[config.mk]
export PLATFORM = sky130hd
export DESIGN_NAME = flit_ejection_buffer
export DESIGN_NICKNAME = d
export VERILOG_FILES = /design/src/rtl/flit_ejection_buffer.sv
export SDC_FILE = /design/constraint.sdc
export NUM_CORES = 2
export LEC_CHECK = 0
export ABC_AREA = 1
export ABC_CLOCK_PERIOD_IN_PS = 6660
export CORE_MARGIN = 5
export CORE_UTILIZATION = 60
export DETAILED_ROUTE_END_ITERATION = 8
export GPL_TIMING_DRIVEN = 1
export PLACE_DENSITY = 0.78
export SYNTH_ARGS = -nofsm -noshare
export SYNTH_HDL_FRONTEND = slang
export SYNTH_SLANG_ARGS = --single-unit
[constraint.sdc]
create_clock -name CLK -period 6.66 [get_ports CLK]
set_clock_uncertainty 0.2 [all_clocks]
set_input_delay 1.332 -clock CLK [delete_from_list [all_inputs] [get_ports CLK]]
set_output_delay 1.332 -clock CLK [all_outputs]
set_load 0.05 [all_outputs]
[src/rtl/flit_ejection_buffer.sv]
// Multi-VC ejection buffer: per-VC FIFOs fed from a flit/credit network port,
// drained through a one-entry output register with packet-granular round-robin.
module flit_ejection_buffer #(
   parameter int FLIT_WIDTH = 72,
   parameter int NUM_VCS    = 2,
   parameter int VC_BITS    = 1,
   parameter int TAIL_BIT   = 70,
   parameter int VC_LSB     = 64,
   parameter int BUF_DEPTH  = 8
) (
   input  logic                  CLK,
   input  logic                  RST_N,
   input  logic [FLIT_WIDTH-1:0] recv_ports_getFlit,
   output logic                  EN_recv_ports_getFlit,
   output logic [VC_BITS:0]      recv_ports_putCredits_cr_in,
   output logic                  EN_recv_ports_putCredits,
   output logic [FLIT_WIDTH-1:0] get_flit,
   output logic                  get_flit_valid,
   input  logic                  get_flit_ready,
   output logic                  overflow_err
);

   localparam int PTR_W = $clog2(BUF_DEPTH);
   localparam int CNT_W = PTR_W + 1;

   typedef logic [VC_BITS-1:0] vc_t;
   typedef enum logic {ARB_IDLE, ARB_LOCKED} arb_state_e;

   // Flit storage and per-VC FIFO bookkeeping
   logic [FLIT_WIDTH-1:0] mem_q [NUM_VCS][BUF_DEPTH];
   logic [PTR_W-1:0]      wr_ptr_q [NUM_VCS];
   logic [PTR_W-1:0]      wr_ptr_d [NUM_VCS];
   logic [PTR_W-1:0]      rd_ptr_q [NUM_VCS];
   logic [PTR_W-1:0]      rd_ptr_d [NUM_VCS];
   logic [CNT_W-1:0]      count_q  [NUM_VCS];
   logic [CNT_W-1:0]      count_d  [NUM_VCS];
   logic [NUM_VCS-1:0]    nonempty;
   logic [NUM_VCS-1:0]    full;

   logic                  en_get_q;
   logic [FLIT_WIDTH-1:0] out_flit_q, out_flit_d;
   logic                  out_valid_q, out_valid_d;
   logic                  cr_en_q, cr_en_d;
   vc_t                   cr_vc_q, cr_vc_d;
   logic                  ovf_q, ovf_d;

   arb_state_e            state_q, state_d;
   vc_t                   lock_vc_q, lock_vc_d;
   vc_t                   ptr_q, ptr_d;

   logic                  enq_req, enq_ok, deq, can_load, sel_found;
   vc_t                   enq_vc, sel_vc, arb_cand;
   logic [FLIT_WIDTH-1:0] head_flit;

   assign enq_req  = en_get_q && recv_ports_getFlit[FLIT_WIDTH-1];
   assign enq_vc   = recv_ports_getFlit[VC_LSB +: VC_BITS];
   assign can_load = !out_valid_q || get_flit_ready;

   always_comb begin
      for (int v = 0; v < NUM_VCS; v++) begin
         nonempty[v] = (count_q[v] != '0);
         full[v]     = (count_q[v] == CNT_W'(BUF_DEPTH));
      end
   end

   // Scan from the highest offset down so the VC nearest the pointer wins.
   always_comb begin
      // NOTE: every output of a combinational block gets a default first; a
      // path that leaves one unassigned would infer a latch.
      sel_found = 1'b0;
      sel_vc    = '0;
      arb_cand  = '0;
      if (state_q == ARB_LOCKED) begin
         sel_found = nonempty[lock_vc_q];
         sel_vc    = lock_vc_q;
      end else begin
         for (int i = NUM_VCS - 1; i >= 0; i--) begin
            arb_cand = ptr_q + vc_t'(i);
            if (nonempty[arb_cand]) begin
               sel_found = 1'b1;
               sel_vc    = arb_cand;
            end
         end
      end
   end

   assign deq       = can_load && sel_found;
   assign head_flit = mem_q[sel_vc][rd_ptr_q[sel_vc]];

   // A full FIFO that is being read this cycle still has room for the writer.
   assign enq_ok = enq_req && (!full[enq_vc] || (deq && (sel_vc == enq_vc)));
   assign ovf_d  = ovf_q || (enq_req && !enq_ok);

   always_comb begin
      for (int v = 0; v < NUM_VCS; v++) begin
         wr_ptr_d[v] = wr_ptr_q[v];
         rd_ptr_d[v] = rd_ptr_q[v];
         count_d[v]  = count_q[v];
         if (enq_ok && (enq_vc == vc_t'(v))) begin
            wr_ptr_d[v] = wr_ptr_q[v] + PTR_W'(1);
            count_d[v]  = count_d[v] + CNT_W'(1);
         end
         if (deq && (sel_vc == vc_t'(v))) begin
            rd_ptr_d[v] = rd_ptr_q[v] + PTR_W'(1);
            count_d[v]  = count_d[v] - CNT_W'(1);
         end
      end
   end

   always_comb begin
      out_valid_d = out_valid_q;
      out_flit_d  = out_flit_q;
      cr_en_d     = 1'b0;
      cr_vc_d     = '0;
      state_d     = state_q;
      lock_vc_d   = lock_vc_q;
      ptr_d       = ptr_q;
      if (deq) begin
         out_valid_d = 1'b1;
         out_flit_d  = head_flit;
         cr_en_d     = 1'b1;
         cr_vc_d     = sel_vc;
         if (head_flit[TAIL_BIT]) begin
            state_d = ARB_IDLE;
            ptr_d   = sel_vc + vc_t'(1);
         end else begin
            state_d   = ARB_LOCKED;
            lock_vc_d = sel_vc;
         end
      end else if (get_flit_ready) begin
         out_valid_d = 1'b0;
      end
   end

   // NOTE: the flit array has no reset; the occupancy counters decide what is
   // live, so clearing storage would only cost reset fan-out.
   always_ff @(posedge CLK) begin
      if (enq_ok) mem_q[enq_vc][wr_ptr_q[enq_vc]] <= recv_ports_getFlit;
   end

   // NOTE: sequential state is updated with non-blocking assignments only, so
   // every register samples pre-edge values regardless of process order.
   always_ff @(posedge CLK or negedge RST_N) begin
      if (!RST_N) begin
         for (int v = 0; v < NUM_VCS; v++) begin
            wr_ptr_q[v] <= '0;
            rd_ptr_q[v] <= '0;
            count_q[v]  <= '0;
         end
         en_get_q    <= 1'b0;
         out_flit_q  <= '0;
         out_valid_q <= 1'b0;
         cr_en_q     <= 1'b0;
         cr_vc_q     <= '0;
         ovf_q       <= 1'b0;
         state_q     <= ARB_IDLE;
         lock_vc_q   <= '0;
         ptr_q       <= '0;
      end else begin
         for (int v = 0; v < NUM_VCS; v++) begin
            wr_ptr_q[v] <= wr_ptr_d[v];
            rd_ptr_q[v] <= rd_ptr_d[v];
            count_q[v]  <= count_d[v];
         end
         en_get_q    <= 1'b1;
         out_flit_q  <= out_flit_d;
         out_valid_q <= out_valid_d;
         cr_en_q     <= cr_en_d;
         cr_vc_q     <= cr_vc_d;
         ovf_q       <= ovf_d;
         state_q     <= state_d;
         lock_vc_q   <= lock_vc_d;
         ptr_q       <= ptr_d;
      end
   end

   assign EN_recv_ports_getFlit       = en_get_q;
   assign EN_recv_ports_putCredits    = cr_en_q;
   assign recv_ports_putCredits_cr_in = {cr_en_q, cr_vc_q};
   assign get_flit                    = out_flit_q;
   assign get_flit_valid              = out_valid_q;
   assign overflow_err                = ovf_q;

endmodule

**After elaboration in Yosys (flattened, before gate mapping)**

Memory sizes are Yosys's and may differ from the RTL's.
Index checks and enable logic that the tools add are counted.
W data, S select, Z words.

- Add/sub/neg operators: 10
- $lt $le $gt $ge: 9
- Equal/unequal tests: 3
- Mux-type cells: 36
- Bitwise logic cells: 7
- Reductions and logical operators: 21

Operators by type and width:

| operator | number |
|---|---|
| $mux W576 | 1 |
| $bmux W72 S3 | 1 |
| $demux W72 S3 | 1 |
| $mux W72 | 3 |
| $mux W1 | 20 |
| $mux W3 | 6 |
| $mux W4 | 4 |
| $add A3 B1 Y3 const B | 4 |
| $logic_and A1 B1 Y1 | 10 |
| $add A4 B1 Y4 const B | 2 |
| $eq A4 B4 Y1 const B | 2 |
| $ge A4 B4 Y1 const B | 2 |
| $lt A1 B2 Y1 const B | 4 |
| $not A3 Y4 | 2 |
| $reduce_bool A4 Y1 | 2 |
| $sub A4 B1 Y4 const B | 2 |
| $ge A2 B2 Y1 const B | 2 |
| $lt A4 B1 Y1 const B | 1 |
| $not A1 Y2 | 2 |
| $reduce_and A2 Y1 | 2 |
| $logic_not A1 Y1 | 3 |
| $logic_or A1 B1 Y1 | 3 |
| $not A1 Y1 | 3 |
| $add A1 B1 Y1 const B | 2 |
| 2 further kinds | 2 |

- Bits in registers: 100
- Memory bits (writable): 1152
- Bits of input ports: 75
- Word-level logic and storage cells: 102
- Memories kept: 1

Memories:

| name | words | bits a word | read ports | clocked after Yosys merged registers in | write ports | line | text |
|---|---|---|---|---|---|---|---|
| mem_q | 2 | 576 | 1 | 0 | 1 | 30 | `logic [FLIT_WIDTH-1:0] mem_q [NUM_VCS][BUF_DEPTH];` |

**Depth between registers and ports, before layout**

- Word-level depth: 16
- Gate-level depth with buffers: 20

**Least setup slack after synthesis**

OpenSTA, ideal clock, no wires.

- Kind: input -> register
- Start point: input recv_ports_getFlit[64]
- End point: memory mem_q[0][0] (netlist name) (enable)
- Setup time: 0.503 ns
- Arrival time: 5.516 ns
- Slack: 0.441 ns
- Cell stages on the path: 9
- Path through: clkbuf_1 inv_1 nand3_1 o31ai_1 nand2_2 nand2_1 nor3_1 nand2_1 nor2_1

- Cells in the longest elaborated chain, start to end: 10
- Elaborated cells between the ends (all ways): 19
- Classes of those cells: 2 x order compare; 1 x eq/ne; 9 x mux; 2 x bitwise; 5 x reduce/logical

Ends and longest elaborated chain:

| what | line | text |
|---|---|---|
| from (decl) | 13 | `input logic [FLIT_WIDTH-1:0] recv_ports_getFlit,` |
| $not A1 Y2 (implied by the code) | 138 | `if (enq_ok) mem_q[enq_vc][wr_ptr_q[enq_vc]] <= recv_ports_getFlit;` |
| $mux W3 (implied by the code) (3 in series) | 138 |  |
| $not A3 Y4 (implied by the code) | 138 |  |
| $ge A4 B4 Y1 (implied by the code) or $lt A4 B1 Y1 (tied branches) | 138 |  |
| $logic_and A1 B1 Y1 (implied by the code) | 138 |  |
| $mux W72 (implied by the code) | 138 |  |
| $demux W72 S3 | 138 |  |
| $mux W576 (implied by the code) | 138 |  |
| to (decl) | 30 |  |

Several ways; a longest one is shown, not always the timed one. The select of a mux whose other input is x is not followed.

**Final worst setup path**

- Start point: register count_q[4] (netlist name)
- End point: register out_flit_q[4], in the netlist get_flit[4]

- Cells in the longest elaborated chain, start to end: 14
- Elaborated cells between the ends (all ways): 23
- Classes of those cells: 18 x mux; 2 x bitwise; 2 x reduce/logical; 1 x memory

Ends and longest elaborated chain:

| what | line | text |
|---|---|---|
| from (decl) | 35 | `logic [CNT_W-1:0] count_q [NUM_VCS];` |
| from (signal, indexed assignment) | 163 | `count_q[v] <= count_d[v];` |
| $reduce_bool A4 Y1 * | 61 | `nonempty[v] = (count_q[v] != '0);` |
| $mux W1 (implied by the code) (2 in series) | 79 | `if (nonempty[arb_cand]) begin` |
| $mux W1 (2 in series) | 79 |  |
| $mux W1 | 73 | `if (state_q == ARB_LOCKED) begin` |
| $not A1 Y2 (implied by the code) | 88 | `assign head_flit = mem_q[sel_vc][rd_ptr_q[sel_vc]];` |
| $mux W3 (implied by the code) (3 in series) | 88 |  |
| $not A3 Y4 (implied by the code) | 88 |  |
| $bmux W72 S3 | 88 |  |
| $mux W72 (implied by the code) (2 in series) | 88 |  |
| to (signal assigned) | 166 | `out_flit_q <= out_flit_d;` |
| to (decl) | 41 | `logic [FLIT_WIDTH-1:0] out_flit_q, out_flit_d;` |

Mark *: on every way between the ends. The rest lies on a longest branch, timed or not. The select of a mux whose other input is x is not followed.
A chain may end at the register's enable or synchronous reset.

==> results.py <==
metrics = {
    "die": {
        "fp.dieH_um": 298,
        "design.portCount": 153,
        "floorplan.core_area_um2": 82100,
        "die_area_um2": 88700,
        "die_width_um": 298,
        "placementRows": 105,
        "effective_utilization_at_floorplan": 0.605,
    },
    "synth": {
        "syn_nets": 4180,
        "ys_async_sr_fraction": 0.0799,
        "synth_top_area_cell": "sky130_fd_sc_hd__edfxtp_1",
        "number_of_enable_type_register_cells_in_the_synthesized_netlist": 1152,
        "yosysWarnings": 0,
        "synth_area_leaders": "sky130_fd_sc_hd__edfxtp_1 70%, sky130_fd_sc_hd__nand3_1 11%, sky130_fd_sc_hd__nand2_1 10%",
        "seq_cells_post_synth": 1252,
        "synthesis.area_um2": 49700,
        "yosysUniqueCellTypes": 30,
        "synth_largest_type_area_fraction": 0.696,
        "postSynthAreaPerCell_um2": 12.1,
        "synth.cells.most_frequent": "1378 x sky130_fd_sc_hd__nand2_1, 1152 x sky130_fd_sc_hd__edfxtp_1, 1082 x sky130_fd_sc_hd__nand3_1, 133 x sky130_fd_sc_hd__buf_2, 100 x sky130_fd_sc_hd__dfrtp_1",
        "most_instantiated_library_cell_after_synthesis": "sky130_fd_sc_hd__nand2_1",
        "syn_inst": 4095,
        "yosys_most_used_dff": "sky130_fd_sc_hd__edfxtp_1",
        "ys_seq_area_frac": 0.746,
    },
    "finish": {
        "final_core_util": 0.685,
        "nNetsFinal": 4250,
        "syn_to_final_growth_pct": 13.2,
        "fillerInstances": 5342,
        "drive_gt1_frac": 0.0651,
        "fin_cells": 5344,
    },
    "sta": {
        "grt_setup_unrepaired": "no",
        "fin_crit_sh": 0.703,
        "maxSlewHeadroom": 0.170,
        "setup_viol": 0,
        "timing.final.max_slew_violations": 0,
        "tightest_slew_ns": 1.24,
        "max_clock_freq_ghz": 0.214,
        "setup_ws_ns": 1.98,
        "tns_ns": 0,
        "finalHoldViolCount": 0,
        "period_needed_ns": 4.68,
    },
    "detailed_routing": {
        "routed_wirelength_um": 122000,
        "drcViolationCount": 0,
        "route.vias.total": 32700,
        "drt_iter0_drc": 4180,
        "detail_route.wl_per_cell_um": 22.8,
        "via_per_inst": 6.13,
        "detail_route.first_pass.iterations": 6,
        "route.antenna.remaining_nets": 0,
    },
    "cts": {
        "cts.htree.levels": 3,
        "cts_resized": 0,
        "clock_insertion_delay_worst_skew_ns": 0.69,
        "cts_sinks": 1252,
        "number_of_buffers_added_to_fix_hold_violations_after_cts": 0,
        "tritoncts": "built",
        "cts.clk_slew.worst_paths_ns": 0.06,
        "ctsRootBufferMaster": "sky130_fd_sc_hd__clkbuf_16",
        "max-clock-path-buffers": 3,
        "cts-buffers-inserted": 120,
        "cts_setup_buffers": 0,
    },
    "grt": {
        "number_of_global_route_vias_before_repair": 32300,
        "grt-ovfl-total": 0,
        "grt_antenna_before_repair": 4,
        "grt_max_degree": 242,
        "gr-usage-all-layers": 0.268,
        "grt_pass1_wl_um": 187000,
    },
    "worst_hold_path": {
        "worstHoldPathCells": 1,
        "timing.hold.worst.class": "reg -> reg",
        "hold_path_startpoint": "wr_ptr_q[5]",
        "hold-path-endpoint": "wr_ptr_q[5]",
    },
    "worst_setup_path": {
        "timing.reg2reg.setup_slack_ns": 1.98,
        "worst-path-max-fanout": 115,
        "critical_path.startpoint": "count_q[4]",
        "required_ns": 7.02,
        "timing.reg2reg.worst_path_depth": 15,
        "rr_endpoint": "get_flit[4]",
        "worstReg2RegStart": "count_q[4]",
        "critical_path_class": "reg -> reg",
        "critical_path.endpoint_type": "register",
        "worst_ep_arrival_time_ns": 5.04,
        "critical_path.startpoint_type": "register",
    },
    "job": {
        "drv.max_cap_violation_count": 0,
    },
    "outcome": {
        "run_status": "complete, no violations",
    },
    "placement": {
        "buffer_ports.inserted": 152,
        "hpwlAfterDp_um": 60200,
        "numPlacedInstances": 5113,
        "routabilityCongestion": 0.815,
        "post-place-ws_ns": 1.55,
    },
    "power": {
        "power.density_cell_area_nw_per_um2": 537,
        "leakagePower_nw": 20.3,
        "peakVddDrop_v": 0.000855,
    },
}
==> flip-flops by register name, indices dropped and copies added, names as in the netlist <==
name	flops
mem_q	1152
ptr_q	1
get_flit	72
get_flit_valid	1
overflow_err	1
lock_vc_q	1
rd_ptr_q	6
state_q	1
EN_recv_ports_getFlit	1
wr_ptr_q	6
count_q	8
EN_recv_ports_putCredits	1
cr_vc_q	1
==> cells by family (layout without fill, tap and decap cells) <==
kind of cell	count (synthesis)	count (layout)	synth area share
and+or+nand+nor	2505	2505	0.217
DFF	1252	1252	0.746
buffers and inverters	291	467	0.0286
AOI/OAI and AO/OA	21	21	0.00252
xor gates and xnor gates	14	14	0.00247
adders and majority gates	10	10	0.00252
other	1	4	0.0000755
muxes	1	1	0.000201
==> layer usage <==
| metal | global-route usage | wire length [um] | vias up | share of wire |
|---|---|---|---|---|
| met5 | 0 | 0 | - | 0 |
| met4 | 0.0894 | 3440 | 0 | 0.028 |
| met3 | 0.0398 | 11900 | 216 | 0.098 |
| met2 | 0.447 | 59900 | 1938 | 0.49 |
| met1 | 0.371 | 46300 | 16000 | 0.38 |
| li1 | - | - | 14600 | - |
==> how the worst max path moves through the flow <==
stage          slack, ns  cells after the start       endpoint
2_1_floorplan       0.44                      9    mem_q[0][0]
3_3_place_gp        1.56                      8  mem_q[0][317]
3_5_place_dp        1.55                      8  mem_q[0][324]
4_1_cts             2.05                     15    get_flit[4]
5_1_grt             1.70                     13   get_flit[32]
6_report            1.98                     15    get_flit[4]
==> per-stage QoR <==
step / power [W] / hold WS (ns) / cell area, um2
CTS: 0.0302 / 0.277 / 56300
global placement: 0.0227 / 0.257 / 52100
global route: 0.0318 / 0.279 / 56300
finish: 0.0302 / 0.278 / 56300
floorplan: 0.0191 / 0.240 / 49700
detailed placement: 0.0230 / 0.266 / 52100
==> worst max-delay path, cell delays in order (launching register included) <==
cell	delay [ns]
sky130_fd_sc_hd__dfrtp_1	0.42
sky130_fd_sc_hd__inv_1	0.08
sky130_fd_sc_hd__ha_1	0.19
sky130_fd_sc_hd__nand2_1	0.08
sky130_fd_sc_hd__nand2_1	0.05
sky130_fd_sc_hd__nand2_1	0.18
sky130_fd_sc_hd__nand2_8	0.45
sky130_fd_sc_hd__inv_8	0.71
sky130_fd_sc_hd__nand2_1	0.28
sky130_fd_sc_hd__nand2_8	0.60
sky130_fd_sc_hd__buf_4	0.55
sky130_fd_sc_hd__nand3_1	0.14
sky130_fd_sc_hd__nand3_1	0.12
sky130_fd_sc_hd__nand3_1	0.14
sky130_fd_sc_hd__nand3_1	0.13
sky130_fd_sc_hd__nand2_1	0.07
==> cells in the final DEF, fill, tap and decap left out, types with 2 or more instances in the layout <==
cell type,Yosys,routed
sky130_fd_sc_hd__inv_6,0,6
sky130_fd_sc_hd__o21ai_4,1,3
sky130_fd_sc_hd__clkinvlp_4,0,3
sky130_fd_sc_hd__clkbuf_1,57,18
sky130_fd_sc_hd__nand4_1,4,4
sky130_fd_sc_hd__nand2_1,1378,1378
sky130_fd_sc_hd__xor2_1,9,9
sky130_fd_sc_hd__dfrtp_1,100,100
sky130_fd_sc_hd__xnor2_1,5,5
sky130_fd_sc_hd__nor2_1,32,16
sky130_fd_sc_hd__ha_1,10,10
sky130_fd_sc_hd__clkinv_4,0,4
sky130_fd_sc_hd__nand3_1,1082,1082
sky130_fd_sc_hd__clkdlybuf4s50_1,0,150
sky130_fd_sc_hd__inv_1,31,30
sky130_fd_sc_hd__inv_4,0,2
sky130_fd_sc_hd__nor3_1,2,2
sky130_fd_sc_hd__o21ai_0,11,10
sky130_fd_sc_hd__clkinv_2,0,28
sky130_fd_sc_hd__nand2_8,0,2
sky130_fd_sc_hd__bufinv_16,0,19
sky130_fd_sc_hd__nor2_4,1,17
sky130_fd_sc_hd__diode_2,0,3
sky130_fd_sc_hd__clkbuf_8,0,8
sky130_fd_sc_hd__o21ai_1,4,4
sky130_fd_sc_hd__clkinv_1,0,18
sky130_fd_sc_hd__nand3_2,2,2
sky130_fd_sc_hd__buf_4,41,36
sky130_fd_sc_hd__clkbuf_16,0,125
sky130_fd_sc_hd__buf_12,0,17
sky130_fd_sc_hd__edfxtp_1,1152,1152
==> final cells by class <==
class / instances / area, um2 / area share
Antenna cell: 3 / 7.51 / 0.000133
Clock buffer: 151 / 3310 / 0.0588
Clock inverter: 77 / 880 / 0.0156
Inverter: 34 / 145 / 0.00258
Multi-Input combinational cell: 2552 / 11400 / 0.202
Sequential cell: 1252 / 37100 / 0.659
Tap cell: 1070 / 1340 / 0.0238
Timing Repair Buffer: 205 / 2130 / 0.0378
==> report_power, final <==
group / switching [W] / leakage, nW / internal [W]
registers: 0.000282 / 11.6 / 0.00918
logic: 0.00991 / 6.66 / 0.00372
clock network: 0.00288 / 2.06 / 0.00424
No activity file was read; power rests on OpenSTA's default activity.
